## src/rtl/regfile_port_arbiter.sv

```systemverilog
// Register-file port arbiter: round-robin grant of up to two reads per cycle onto the
// two RF read ports, registered read return, and a one-deep write buffer with read bypass.
module regfile_port_arbiter #(
    parameter int NREQ   = 4,
    parameter int ADDR_W = 5,
    parameter int DATA_W = 32
) (
    input  logic                     clk,
    input  logic                     rst_n,
    input  logic [NREQ-1:0]          rd_req,
    input  logic [NREQ*ADDR_W-1:0]   rd_addr,
    output logic [NREQ-1:0]          rd_gnt,
    output logic [NREQ-1:0]          rd_rvalid,
    output logic [NREQ*DATA_W-1:0]   rd_rdata,
    input  logic                     wr_req,
    input  logic [ADDR_W-1:0]        wr_addr,
    input  logic [DATA_W-1:0]        wr_data,
    output logic                     wr_ack,
    output logic [ADDR_W-1:0]        rf_raddr1,
    output logic [ADDR_W-1:0]        rf_raddr2,
    input  logic [DATA_W-1:0]        rf_rdata1,
    input  logic [DATA_W-1:0]        rf_rdata2,
    output logic                     rf_we,
    output logic [ADDR_W-1:0]        rf_waddr,
    output logic [DATA_W-1:0]        rf_wdata
);

    localparam int PTR_W = (NREQ > 1) ? $clog2(NREQ) : 1;

    logic [PTR_W-1:0]        r_rr_ptr;
    logic [1:0]              r_s_vld;
    logic [PTR_W-1:0]        r_s_own  [2];
    logic [ADDR_W-1:0]       r_s_addr [2];
    logic                    r_wb_vld;
    logic [ADDR_W-1:0]       r_wb_addr;
    logic [DATA_W-1:0]       r_wb_data;
    logic [NREQ-1:0]         r_rvalid;
    logic [NREQ*DATA_W-1:0]  r_rdata;

    logic [NREQ-1:0]         w_gnt;
    logic [1:0]              w_cnt;
    logic [PTR_W-1:0]        w_idx;
    logic [PTR_W-1:0]        w_sel [2];
    logic [PTR_W-1:0]        w_last;
    logic [PTR_W-1:0]        w_next;
    logic [DATA_W-1:0]       w_sdata [2];
    logic                    w_wb_load;

    // Scan from the round-robin pointer; first two requesters found take slots 0 and 1.
    always_comb begin
        w_gnt    = '0;
        w_cnt    = '0;
        w_idx    = '0;
        w_sel[0] = '0;
        w_sel[1] = '0;
        w_last   = r_rr_ptr;
        for (int unsigned j = 0; j < NREQ; j++) begin
            w_idx = PTR_W'((32'(r_rr_ptr) + j) % NREQ);
            if (rd_req[w_idx] && (w_cnt != 2'd2)) begin
                w_gnt[w_idx]      = 1'b1;
                w_sel[w_cnt[0]]   = w_idx;
                w_cnt             = w_cnt + 2'd1;
                w_last            = w_idx;
            end
        end
        w_next = PTR_W'((32'(w_last) + 32'd1) % NREQ);
    end

    always_comb begin
        for (int unsigned k = 0; k < 2; k++) begin
            if (r_s_addr[k] == '0)
                w_sdata[k] = '0;
            else if (r_wb_vld && (r_wb_addr == r_s_addr[k]))
                w_sdata[k] = r_wb_data;
            else
                w_sdata[k] = (k == 0) ? rf_rdata1 : rf_rdata2;
        end
    end

    assign w_wb_load = wr_req && (wr_addr != '0);

    always_ff @(posedge clk or negedge rst_n) begin
        if (!rst_n) begin
            r_rr_ptr    <= '0;
            r_s_vld     <= '0;
            r_s_own[0]  <= '0;
            r_s_own[1]  <= '0;
            r_s_addr[0] <= '0;
            r_s_addr[1] <= '0;
            r_wb_vld    <= 1'b0;
            r_wb_addr   <= '0;
            r_wb_data   <= '0;
            r_rvalid    <= '0;
            r_rdata     <= '0;
        end else begin
            if (w_cnt != 2'd0)
                r_rr_ptr <= w_next;
            r_s_vld[0] <= (w_cnt != 2'd0);
            r_s_vld[1] <= (w_cnt == 2'd2);
            if (w_cnt != 2'd0) begin
                r_s_own[0]  <= w_sel[0];
                r_s_addr[0] <= rd_addr[w_sel[0]*ADDR_W +: ADDR_W];
            end
            if (w_cnt == 2'd2) begin
                r_s_own[1]  <= w_sel[1];
                r_s_addr[1] <= rd_addr[w_sel[1]*ADDR_W +: ADDR_W];
            end
            // Slots always belong to distinct requesters, so the two writes never collide.
            r_rvalid <= '0;
            for (int unsigned k = 0; k < 2; k++) begin
                if (r_s_vld[k]) begin
                    r_rvalid[r_s_own[k]]                   <= 1'b1;
                    r_rdata[r_s_own[k]*DATA_W +: DATA_W]   <= w_sdata[k];
                end
            end
            r_wb_vld <= w_wb_load;
            if (w_wb_load) begin
                r_wb_addr <= wr_addr;
                r_wb_data <= wr_data;
            end
        end
    end

    assign rd_gnt    = w_gnt;
    assign rd_rvalid = r_rvalid;
    assign rd_rdata  = r_rdata;
    assign wr_ack    = wr_req;
    assign rf_raddr1 = r_s_addr[0];
    assign rf_raddr2 = r_s_addr[1];
    assign rf_we     = r_wb_vld;
    assign rf_waddr  = r_wb_addr;
    assign rf_wdata  = r_wb_data;

endmodule

```

## config.mk

```make
export PLATFORM = sky130hd
export DESIGN_NAME = regfile_port_arbiter
export DESIGN_NICKNAME = d
export VERILOG_FILES = /design/src/rtl/regfile_port_arbiter.sv
export SDC_FILE = /design/constraint.sdc
export NUM_CORES = 1
export LEC_CHECK = 0
export CORE_MARGIN = 10
export CORE_UTILIZATION = 55
export CTS_CLUSTER_DIAMETER = 60
export CTS_CLUSTER_SIZE = 20
export DETAILED_ROUTE_END_ITERATION = 16
export DONT_BUFFER_PORTS = 1
export PLACE_DENSITY = 0.71
export SYNTH_ARGS = -nofsm -noshare
export SYNTH_HDL_FRONTEND = slang
export SYNTH_SLANG_ARGS = --single-unit
```

## constraint.sdc

```tcl
create_clock -name clk -period 9 [get_ports clk]
set_input_delay 0.45 -clock clk [delete_from_list [all_inputs] [get_ports clk]]
set_output_delay 0.45 -clock clk [all_outputs]
set_load 0.01 [all_outputs]
```

# Word-level counts from Yosys, hierarchy flattened
# Cells that the tools add are included.
classes:
  add_sub_neg: 9
  mul: 2
  n_div: 0
  order_cmp: 18
  n_eq_ne: 6
  shift: 6
  muxes: 54
  bitwise_logic: 7
  reduce_logical: 19
ops:
  columns: ["op", "n"]
  rows:
  - ["$bwmux 128", 2]
  - ["$mux 128", 2]
  - ["$shift 32x34->128 const A", 2]
  - ["$shiftx 32x34->128", 2]
  - ["$mux 32", 4]
  - ["$neg 7->34", 2]
  - ["$shiftx 20x6->5", 2]
  - ["$mux 4", 9]
  - ["$mux 2", 10]
  - ["$lt 2x3->1 const B", 6]
  - ["$or 4x4->4", 4]
  - ["$logic_and 1x1->1", 15]
  - ["$bwmux 4", 3]
  - ["$demux 1 s2", 6]
  - ["$ge 2x1->1 const B", 6]
  - ["$mux 1", 11]
  - ["$add 2x1->2 const B", 5]
  - ["$eq 5x5->1", 2]
  - ["$logic_not 5->1", 2]
  - ["$mul 2x3->5 const B", 2]
  - ["$bmux 1 s2", 4]
  - ["$demux 2 s1", 3]
  - ["$ge 2x2->1 const B", 3]
  - ["$lt 2x1->1 const B", 3]
  - ["other kinds (6)", 11]
word_totals:
  reg_bits: 188
  latch_bits: 0
  ram_bits: 0
  romBits: 0
  mem_count: 0

# Longest topological paths before layout
# Gate-level depths: netlist (run 1).
logic_depth:
  word_depth: 18
  depth_mapped: 20

# Worst setup path after synthesis (run 1)
# OpenSTA, ideal clock, no wires.
synth_timing:
  path_type: "register to register"
  start: "register r_rr_ptr[0]"
  end: "register r_s_addr (netlist bit rf_raddr1[0])"
  setup_time_ns: 0.149
  arrival_time_ns: 4.377
  slack_ns: 4.475
  path_stages_with_launch: 17
  synth_period_minus_slack_ns: 4.525
  path_cell_list: "dfrtp_1 > buf_6 > inv_1 > ha_1 > buf_2 > mux2_2 > ha_1 > clkbuf_1 > clkbuf_1 > xnor2_1 > ha_1 > or2_2 > o22ai_2 > nor2_1 > a221o_1 > a211oi_2 > a221oi_1"
synth_between:
  elab_chain_cells: 18
  elab_cells_between_ends: 52
  classes_between: "6 x add/sub; 1 x mul; 6 x order compare; 3 x eq/ne; 1 x shift; 25 x mux; 3 x bitwise; 7 x reduce/logical"
synth_lines:
  columns: ["element", "line", "text"]
  rows:
  - ["start: declaration", "30", "logic [PTR_W-1:0] r_rr_ptr;"]
  - ["start signal: assignment", "97", "r_rr_ptr <= w_next;"]
  - ["parallel branches: the longest is 18 deep, another holds $add 2x1->2", null, null]
  - ["end: declaration", "33", "logic [ADDR_W-1:0] r_s_addr [2];"]
# Parallel ways; which one is timed is not known. The select of a mux whose other input is x is not followed.
# A chain may end at the register's enable or synchronous reset.

# Final worst setup path (run 1)
layout_timing:
  start: "register r_rr_ptr[0]"
  end: "register r_s_addr (netlist bit rf_raddr1[3])"
# The elaborated chain is that of the path after synthesis.

==> flow_summary.ini, run 1 <==
[run_status]
run_status = finished clean

[routing]
remaining_drc_errors = 0
first_pass_iters = 6
drt_first_iter_violations = 1030
viasPerCell = 7.34
final_antenna_net_count = 0
via_count_of_the_routed_design = 8419
avgRoutedWirePerCell_um = 30.9
detail_route.wirelength_mm = 35.4

[critical_path]
critical_path.max_fanout = 16
start_kind = register
worstPathRequired_ns = 9.29
criticalPathCategory = reg -> reg
worstPathArrival_ns = 5.92
setup.worst_path.end_class = register

[timing]
timing_worst_slew_pin_value_ns = 1.19
period_minus_slack_ns = 5.63
clock-skew-final_ns = 0.0112
max_freq_mhz = 178
setup_viol = 0
timing.final.max_slew_violations = 0
final.setup.tns_ns = 0
finalCritPeriodShare = 0.626
hold_viol = 0
relSlewSlack = 0.204
unrepaired_setup_endpoints_after_global_routing = no

[final_layout]
layout_commonest_cell = dfrtp_1
fin_nets = 1057
layout_common_cells = dfrtp_1, a22oi_1, o22ai_1
stdcell_area_um2 = 10600
area_growth_pct = 7.16
post_route_cells_drive_above_1_share = 0.159

[power]
power.sequential.fraction = 0.352
max-vdd-ir-drop_mv = 0.504
p_clk_frac = 0.167
power_per_cell_area_nw_per_um2 = 433
power.share.switching = 0.463
total_switching_power_mw = 2.12
comb_power_share = 0.481
leakage_nw = 4.58
intPower_mw = 2.46

[clock_network]
clock_sinks = 188
clkTransAtPathRegs_ns = 0.07
tritoncts = done
cts_made_buffers = 17
buffer_type_at_the_clock_tree_root = clkbuf_16
cts_htree_levels = 4
cts-root-to-sink-buffers = 2
insertion_delay_ns = 0.44

[synthesis]
synth_edf_count = 0
synth.avg_cell_area_um2 = 10.3
postSynth.asyncResetShare = 1.00
syn-cell-area_um2 = 9870
yosysUniqueCellTypes = 62
synth-seq-cells = 188
syn_inst = 958
ys.warnings.count = 0
syn_nets = 1108
yosys_most_used_dff = dfrtp_1
ys_seq_area_frac = 0.477

[grt]
grt_util_all_layers = 0.282
grt_pass1_vias = 8011
grt-ovfl-total = 0
global_route_wire_length_before_repair_mm = 52.7
initial_antenna_violation_count = 2
largest_net_degree_at_the_start_of_global_routing = 189

[place]
place_area_um2 = 9950
placement.io_buffers = 0
routabilityCongestion = 0.906
dp_hpwl_mm = 23.5

[hold_path]
min-delay-path-class = in -> async

[floorplanning]
core_area_um2 = 17400
core.rowCount = 48
chipWidth_um = 154
fp.dieH_um = 154
die_area_um2 = 23700
initial_core_util = 0.567
ioPinCount = 313

[flow_run]
max_cap_violations = 0
[metal layers]
metal,share of wire,vias to the layer above,global-route usage
met1,0.37,4190,0.351
met3,0.14,58,0.121
met4,0.023,0,0.0859
met5,0,-,0
li1,-,3542,-
met2,0.47,629,0.436
[sequential cells by signal, indices dropped and copies added (netlist names)]
register,flops
r_rr_ptr,2
r_s_own,4
r_s_vld,2
rd_rdata,128
rd_rvalid,4
rf_raddr1,5
rf_raddr2,5
rf_waddr,5
rf_wdata,32
rf_we,1
[power by group through the flow]
| stage | clock, mW | sequential (mW) | combinational, mW |
|---|---|---|---|
| final | 0.764 | 1.61 | 2.20 |
| after global routing | 0.803 | 1.64 | 2.39 |
| after CTS | 0.773 | 1.61 | 2.18 |
| after detailed placement | 0 | 1.63 | 2.15 |
| after global placement | 0 | 1.62 | 2.10 |
| after floorplan | 0 | 1.46 | 1.75 |
[synthesized netlist by cell type (3+ instances only)]
cell | count | area [um^2]
a21boi_0 | 3 | 22.5
a21oi_1 | 8 | 40.0
a221o_1 | 6 | 60.1
a221oi_1 | 4 | 35.0
a22o_1 | 4 | 35.0
a22oi_1 | 128 | 961
and2_1 | 5 | 31.3
and3_1 | 3 | 18.8
buf_1 | 4 | 15.0
buf_2 | 10 | 50.1
buf_4 | 3 | 22.5
clkbuf_1 | 65 | 244
dfrtp_1 | 188 | 4700
ha_1 | 22 | 275
inv_1 | 14 | 52.6
mux2_2 | 67 | 754
mux2i_1 | 27 | 270
nand2_1 | 129 | 484
nand2b_1 | 3 | 18.8
nand3_1 | 4 | 20.0
nor2_1 | 18 | 67.6
nor3_1 | 7 | 35.0
nor4_1 | 3 | 18.8
o21ai_0 | 28 | 140
o21ai_1 | 15 | 75.1
o221a_2 | 3 | 33.8
o221ai_1 | 6 | 52.6
o22ai_1 | 128 | 801
or2_2 | 4 | 25.0
xnor2_1 | 4 | 35.0
xor2_1 | 8 | 70.1
[final timing paths]
path / start / end / slack [ns] / cells after the start
max in group asynchronous: rst_n / rd_rdata[59] / 8.25 / 1
min reg2reg: r_s_own[3] / r_s_own[3] / 0.55 / 1
min in group clk: wr_addr[1] / rf_waddr[1] / 0.11 / 2
max: r_rr_ptr[0] / rf_raddr1[3] / 3.37 / 15
min: rst_n / rf_wdata[7] / 0.06 / 1
max reg2reg: r_rr_ptr[0] / rf_raddr1[3] / 3.37 / 15
[critical path, stage by stage (launching register included)]
cell and delay, ns:
dfrtp_1 0.78, inv_1 0.29, ha_1 0.50, mux2_2 0.34
inv_4 0.07, ha_1 0.23, or2_2 0.35, o22ai_2 0.53
xnor2_1 0.18, ha_1 0.25, or2_2 0.31, o22ai_2 0.37
nor2_1 0.20, a221o_1 0.45, a2bb2oi_1 0.46, a221oi_1 0.15
[stage by stage]
stage,cells,worst slack (ns),hold WS (ns),util,power [mW]
6_report,1147,3.37,0.0576,0.607,4.58
5_1_grt,1145,2.96,0.100,0.607,4.84
4_1_cts,1144,3.40,0.104,0.607,4.56
3_5_place_dp,1112,3.41,0.162,0.571,3.78
3_3_place_gp,1112,3.59,0.161,0.571,3.72
2_1_floorplan,958,4.47,0.154,-,3.21
[area by class of cell]
cell class / count / area (um^2)
Fill cell: 1469 / 6840
Multi-Input combinational cell: 671 / 4810
Sequential cell: 188 / 4700
Clock buffer: 21 / 460
Tap cell: 225 / 282
Clock inverter: 10 / 128
Timing Repair Buffer: 14 / 125
Inverter: 15 / 58.8
Antenna cell: 3 / 7.51
[cell families after synthesis]
| logic type | share of synthesized area |
|---|---|
| AO/OA/AOI/OAI | 0.251 |
| XOR/XNOR | 0.0129 |
| adder cells (fa/ha/maj) | 0.0279 |
| buffers and inverters | 0.0418 |
| flip-flops | 0.477 |
| multiplexers | 0.109 |
| AND/OR/NAND/NOR | 0.0806 |
[repair_timing]
action,CTS,global route
hold buffers,1,0
gates resized for setup,0,0
setup buffers,0,0
hold endpoints to repair,188,0
Power figures use the tool's default switching activity.
==> inputs of run 2 (changes only) <==
- clock period: 9 -> 5.7 ns (I/O delays scaled with it)
==> flow_summary.ini, run 2 (same netlist as run 1, synthesis figures left out) <==
[place]
routabilityCongestion = 0.935
place_inst = 1119
detailedPlace.worstSlack_ns = 0.839
placement.io_buffers = 0
dp_hpwl_mm = 23.6

[power]
p_total_mw = 7.28
leakage_nw = 4.78
power_per_cell_area_nw_per_um2 = 659
max-vdd-ir-drop_mv = 0.602

[floorplanning]
core_area_um2 = 17400
ioPinCount = 313
die_area_um2 = 23700
core.rowCount = 48
fp.dieH_um = 154
initial_core_util = 0.567
chipWidth_um = 154

[clock_network]
insertion_delay_ns = 0.43
clkTransAtPathRegs_ns = 0.07
tritoncts = done
buffer_type_at_the_clock_tree_root = clkbuf_16
cts_htree_levels = 4
clock_sinks = 188
cts-root-to-sink-buffers = 2
postCtsResizedCells = 0
cts_made_buffers = 17

[routing]
via_count_of_the_routed_design = 8653
viasPerCell = 7.23
drt_first_iter_violations = 791
detail_route.wirelength_mm = 36.8
avgRoutedWirePerCell_um = 30.7
first_pass_iters = 5
remaining_drc_errors = 0
final_antenna_net_count = 0

[grt]
initial_antenna_violation_count = 2
grt-ovfl-total = 0
largest_net_degree_at_the_start_of_global_routing = 189
grt_util_all_layers = 0.295
global_route_wire_length_before_repair_mm = 55.2
groute.layer.met2.usage = 0.475
grt_busiest_layer = met2
globalRouteMet1Util = 0.355
grtUsageMet3 = 0.112
grt_pass1_vias = 8769

[timing]
timing_worst_slew_pin_value_ns = 1.13
max_freq_mhz = 204
hold_viol = 0
unrepaired_setup_endpoints_after_global_routing = no
setup_slack_ns = 0.800
period_minus_slack_ns = 4.90
final.setup.tns_ns = 0
finalCritPeriodShare = 0.860
clock-skew-final_ns = 0.0127
timing.final.max_slew_violations = 0
setup_viol = 0
relSlewSlack = 0.249

[final_layout]
layout_commonest_cell = dfrtp_1
largest_register_ffs = 128
post_route_cells_drive_above_1_share = 0.159
layout_common_cells = dfrtp_1, a22oi_1, o22ai_1
fillers = 1399
final_cell_count_no_fill = 1196
fin_nets = 1107
final_core_util = 0.634
area_growth_pct = 12.0

[critical_path]
timing.reg2reg.worst_path_depth = 15
worstPathArrival_ns = 5.20
startpoint_of_the_worst_slack_reg_to_reg_timing_path = r_rr_ptr[0]
critical_path.max_fanout = 11
start_kind = register
criticalPathCategory = reg -> reg
worstPathRequired_ns = 6.00
setup.worst_path.end_class = register
setup.reg_to_reg.worst_slack_ns = 0.80
regToRegEndpoint = rf_raddr2[1]

[hold_path]
worstHoldStart = rd_addr[18]
min-delay-path-class = in -> reg
hold_path_depth = 2
end_point_of_the_worst_hold_path = rf_raddr2[3]

[run_status]
run_status = finished clean

[flow_run]
max_cap_violations = 0
run 2: cell count changes in the layout (fill, tap and decap cells not counted), sizes merged:
cell,delta
dlygate4sd3,+43
buf,+7
bufinv,-1
clkbuf,-1
clkinvlp,+1
diode,-1
inv,+1
run 2: how the worst max path moves through the flow:
stage                start            to  slack [ns]  depth (start not counted)
2_1_floorplan  r_rr_ptr[0]  rf_raddr1[0]        1.17                         16
3_3_place_gp   r_rr_ptr[0]  rf_raddr2[0]        0.98                         17
3_5_place_dp   r_rr_ptr[0]  rf_raddr2[2]        0.84                         15
4_1_cts        r_rr_ptr[0]  rf_raddr2[1]        0.84                         15
5_1_grt        r_rr_ptr[0]  rf_raddr2[0]        0.41                         15
6_report       r_rr_ptr[0]  rf_raddr2[1]        0.80                         15
run 2: final cells by class:
cell class                      instances  area [um^2]  share of cell area
Multi-Input combinational cell        671         4810               0.435
Sequential cell                       188         4700               0.426
Timing Repair Buffer                   64          608              0.0550
Clock buffer                           20          457              0.0413
Tap cell                              225          282              0.0255
Clock inverter                         11          128              0.0115
Inverter                               15         58.8             0.00532
Antenna cell                            2         5.00            0.000453
run 2: power breakdown:
part / leakage [nW] / switching, mW / internal, mW
clock: 0.281 / 0.556 / 0.640
sequential: 2.48 / 0.708 / 1.81
combinational: 2.02 / 2.11 / 1.46
run 2: metrics by stage:
| step | area [um^2] | hold WS (ns) |
|---|---|---|
| after floorplan | 9870 | -0.0106 |
| after global placement | 10000 | -0.00351 |
| after detailed placement | 10000 | -0.00295 |
| after CTS | 11000 | 0.0730 |
| after global routing | 11000 | 0.0888 |
| final | 11100 | 0.0888 |
run 2: worst max-delay path, cell delays in order (launching register included):
cell      delay (ns)
dfrtp_1         0.52
buf_4           0.25
mux2i_1         0.42
mux2_2          0.31
inv_4           0.07
ha_1            0.23
or2_2           0.35
o22ai_2         0.35
xnor2_1         0.20
ha_1            0.21
or2_2           0.15
nor2_1          0.06
and2_1          0.19
o32ai_2         0.95
mux2i_1         0.33
o221ai_1        0.15
run 2: routing by layer:
layer	vias to the layer above	part of all wire
li1	3642	-
met1	4302	0.37
met2	619	0.48
met3	90	0.13
met4	0	0.026
met5	-	0
run 2: timing repair:
item	in CTS	in global routing
endpoints found under the setup margin	0	0
hold endpoints to repair	225	0
buffers inserted	0	0
hold buffers	44	0
==> inputs of run 3 (changes only) <==
- PLACE_DENSITY: 0.71 -> unset
- PLACE_DENSITY_LB_ADDON: unset -> 0.08
==> flow_summary.ini, run 3 (same netlist as run 1, synthesis figures left out) <==
[final_layout]
antenna_cells = 0
area_growth_pct = 11.6
fillers = 1395
ff_latch_area_um2 = 4700
layout_common_cells = dfrtp_1, a22oi_1, o22ai_1
largest_register_ffs = 128
multi_input_area_um2 = 4810
post_route_cells_drive_above_1_share = 0.160
fin_nets = 1102
layout_commonest_cell = dfrtp_1
stdcell_area_um2 = 11000

[floorplanning]
core_area_um2 = 17400
chipWidth_um = 154
ioPinCount = 313
core.rowCount = 48
die_area_um2 = 23700
initial_core_util = 0.567
fp.dieH_um = 154

[clock_network]
buffer_type_at_the_clock_tree_root = clkbuf_16
tritoncts = done
insertion_delay_ns = 0.45
cts-root-to-sink-buffers = 2
cts_made_buffers = 17
cts_htree_levels = 4
clkTransAtPathRegs_ns = 0.08
clock_sinks = 188

[timing]
max_freq_mhz = 194
final.setup.tns_ns = 0
timing.final.max_slew_violations = 0
hold_viol = 0
finalCritPeriodShare = 0.905
unrepaired_setup_endpoints_after_global_routing = no
clock-skew-final_ns = 0.0150
setup_viol = 0
period_minus_slack_ns = 5.16
timing_worst_slew_pin_value_ns = 1.24
relSlewSlack = 0.166

[hold_path]
end_point_of_the_worst_hold_path = rf_raddr1[3]
worstHoldStart = rd_addr[8]
min-delay-path-class = in -> reg
hold_path_depth = 2

[routing]
detail_route.wirelength_mm = 37.0
first_pass_iters = 5
remaining_drc_errors = 0
via_count_of_the_routed_design = 8665
drt_first_iter_violations = 1011
final_antenna_net_count = 0
avgRoutedWirePerCell_um = 31.1
viasPerCell = 7.28

[critical_path]
criticalPathCategory = reg -> reg
regToRegEndpoint = rf_raddr2[1]
worstPathRequired_ns = 5.99
timing.reg2reg.worst_path_depth = 15
setup.worst_path.end_class = register
critical_path.max_fanout = 16
worstPathArrival_ns = 5.45
setup.reg_to_reg.worst_slack_ns = 0.54
start_kind = register
startpoint_of_the_worst_slack_reg_to_reg_timing_path = r_rr_ptr[0]

[power]
power_per_cell_area_nw_per_um2 = 663
leakage_nw = 4.76
max-vdd-ir-drop_mv = 0.560

[place]
routabilityCongestion = 0.907
dp_hpwl_mm = 24.8
placement.io_buffers = 0
place_area_um2 = 9970

[grt]
grt_pass1_vias = 8642
global_route_wire_length_before_repair_mm = 55.6
largest_net_degree_at_the_start_of_global_routing = 189
grt-ovfl-total = 0
initial_antenna_violation_count = 0
grt_util_all_layers = 0.298

[run_status]
run_status = finished clean

[flow_run]
max_cap_violations = 0
[run 3: metrics by stage]
step           utilization  instances  setup slack [ns]  hold WS, ns  power (mW)
5_1_grt              0.632       1190             0.221       0.0901        7.71
2_1_floorplan            -        958              1.17      -0.0106        5.06
3_5_place_dp         0.573       1114             0.620     -0.00335        6.05
4_1_cts              0.632       1190             0.609       0.0756        7.27
3_3_place_gp         0.573       1114             0.781     -0.00345        5.88
6_report             0.632       1190             0.540       0.0812        7.30
[run 3: how the worst max path moves through the flow]
| stage | startpoint | depth (start not counted) | end |
|---|---|---|---|
| finish | r_rr_ptr[0] | 15 | rf_raddr2[1] |
| global route | r_rr_ptr[0] | 15 | rf_raddr2[2] |
| CTS | r_rr_ptr[0] | 15 | rf_raddr1[0] |
| detailed placement | r_rr_ptr[0] | 15 | rf_raddr1[0] |
| global placement | r_rr_ptr[0] | 15 | rf_raddr1[1] |
| floorplan | r_rr_ptr[0] | 16 | rf_raddr1[0] |
[run 3: area by class of cell]
type	count	area share
Clock buffer	19	0.0411
Clock inverter	13	0.0115
Inverter	15	0.00534
Multi-Input combinational cell	671	0.437
Sequential cell	188	0.427
Tap cell	225	0.0256
Timing Repair Buffer	59	0.0518
[run 3: timing repair]
| item | CTS | global route |
|---|---|---|
| hold buffers | 44 | 0 |
| resized for setup | 0 | 0 |
| buffers inserted | 0 | 0 |
| hold endpoints to repair | 225 | 0 |
[run 3: where the power goes]
group / switching, mW / total, mW / internal, mW
Clock: 0.570 / 1.17 / 0.601
Combinational: 2.16 / 3.59 / 1.43
Sequential: 0.725 / 2.54 / 1.81
[run 3: routing by layer]
| layer | global-route usage | part of all wire | routed length (um) | vias up |
|---|---|---|---|---|
| li1 | - | - | - | 3641 |
| met1 | 0.352 | 0.36 | 13400 | 4388 |
| met2 | 0.484 | 0.48 | 17900 | 570 |
| met3 | 0.129 | 0.13 | 4890 | 66 |
| met4 | 0.0783 | 0.021 | 791 | 0 |
| met5 | 0 | 0 | 0 | - |
[run 3: worst max-delay path, stage by stage, from the launching register on]
cell	delay (ns)
dfrtp_1	0.51
buf_4	0.25
mux2i_1	0.44
mux2_2	0.30
inv_4	0.07
ha_1	0.23
or2_2	0.35
o22ai_2	0.51
xnor2_1	0.18
ha_1	0.25
or2_2	0.32
o22ai_2	0.34
nor2_1	0.19
a221oi_2	0.57
or3_1	0.31
o221ai_1	0.18
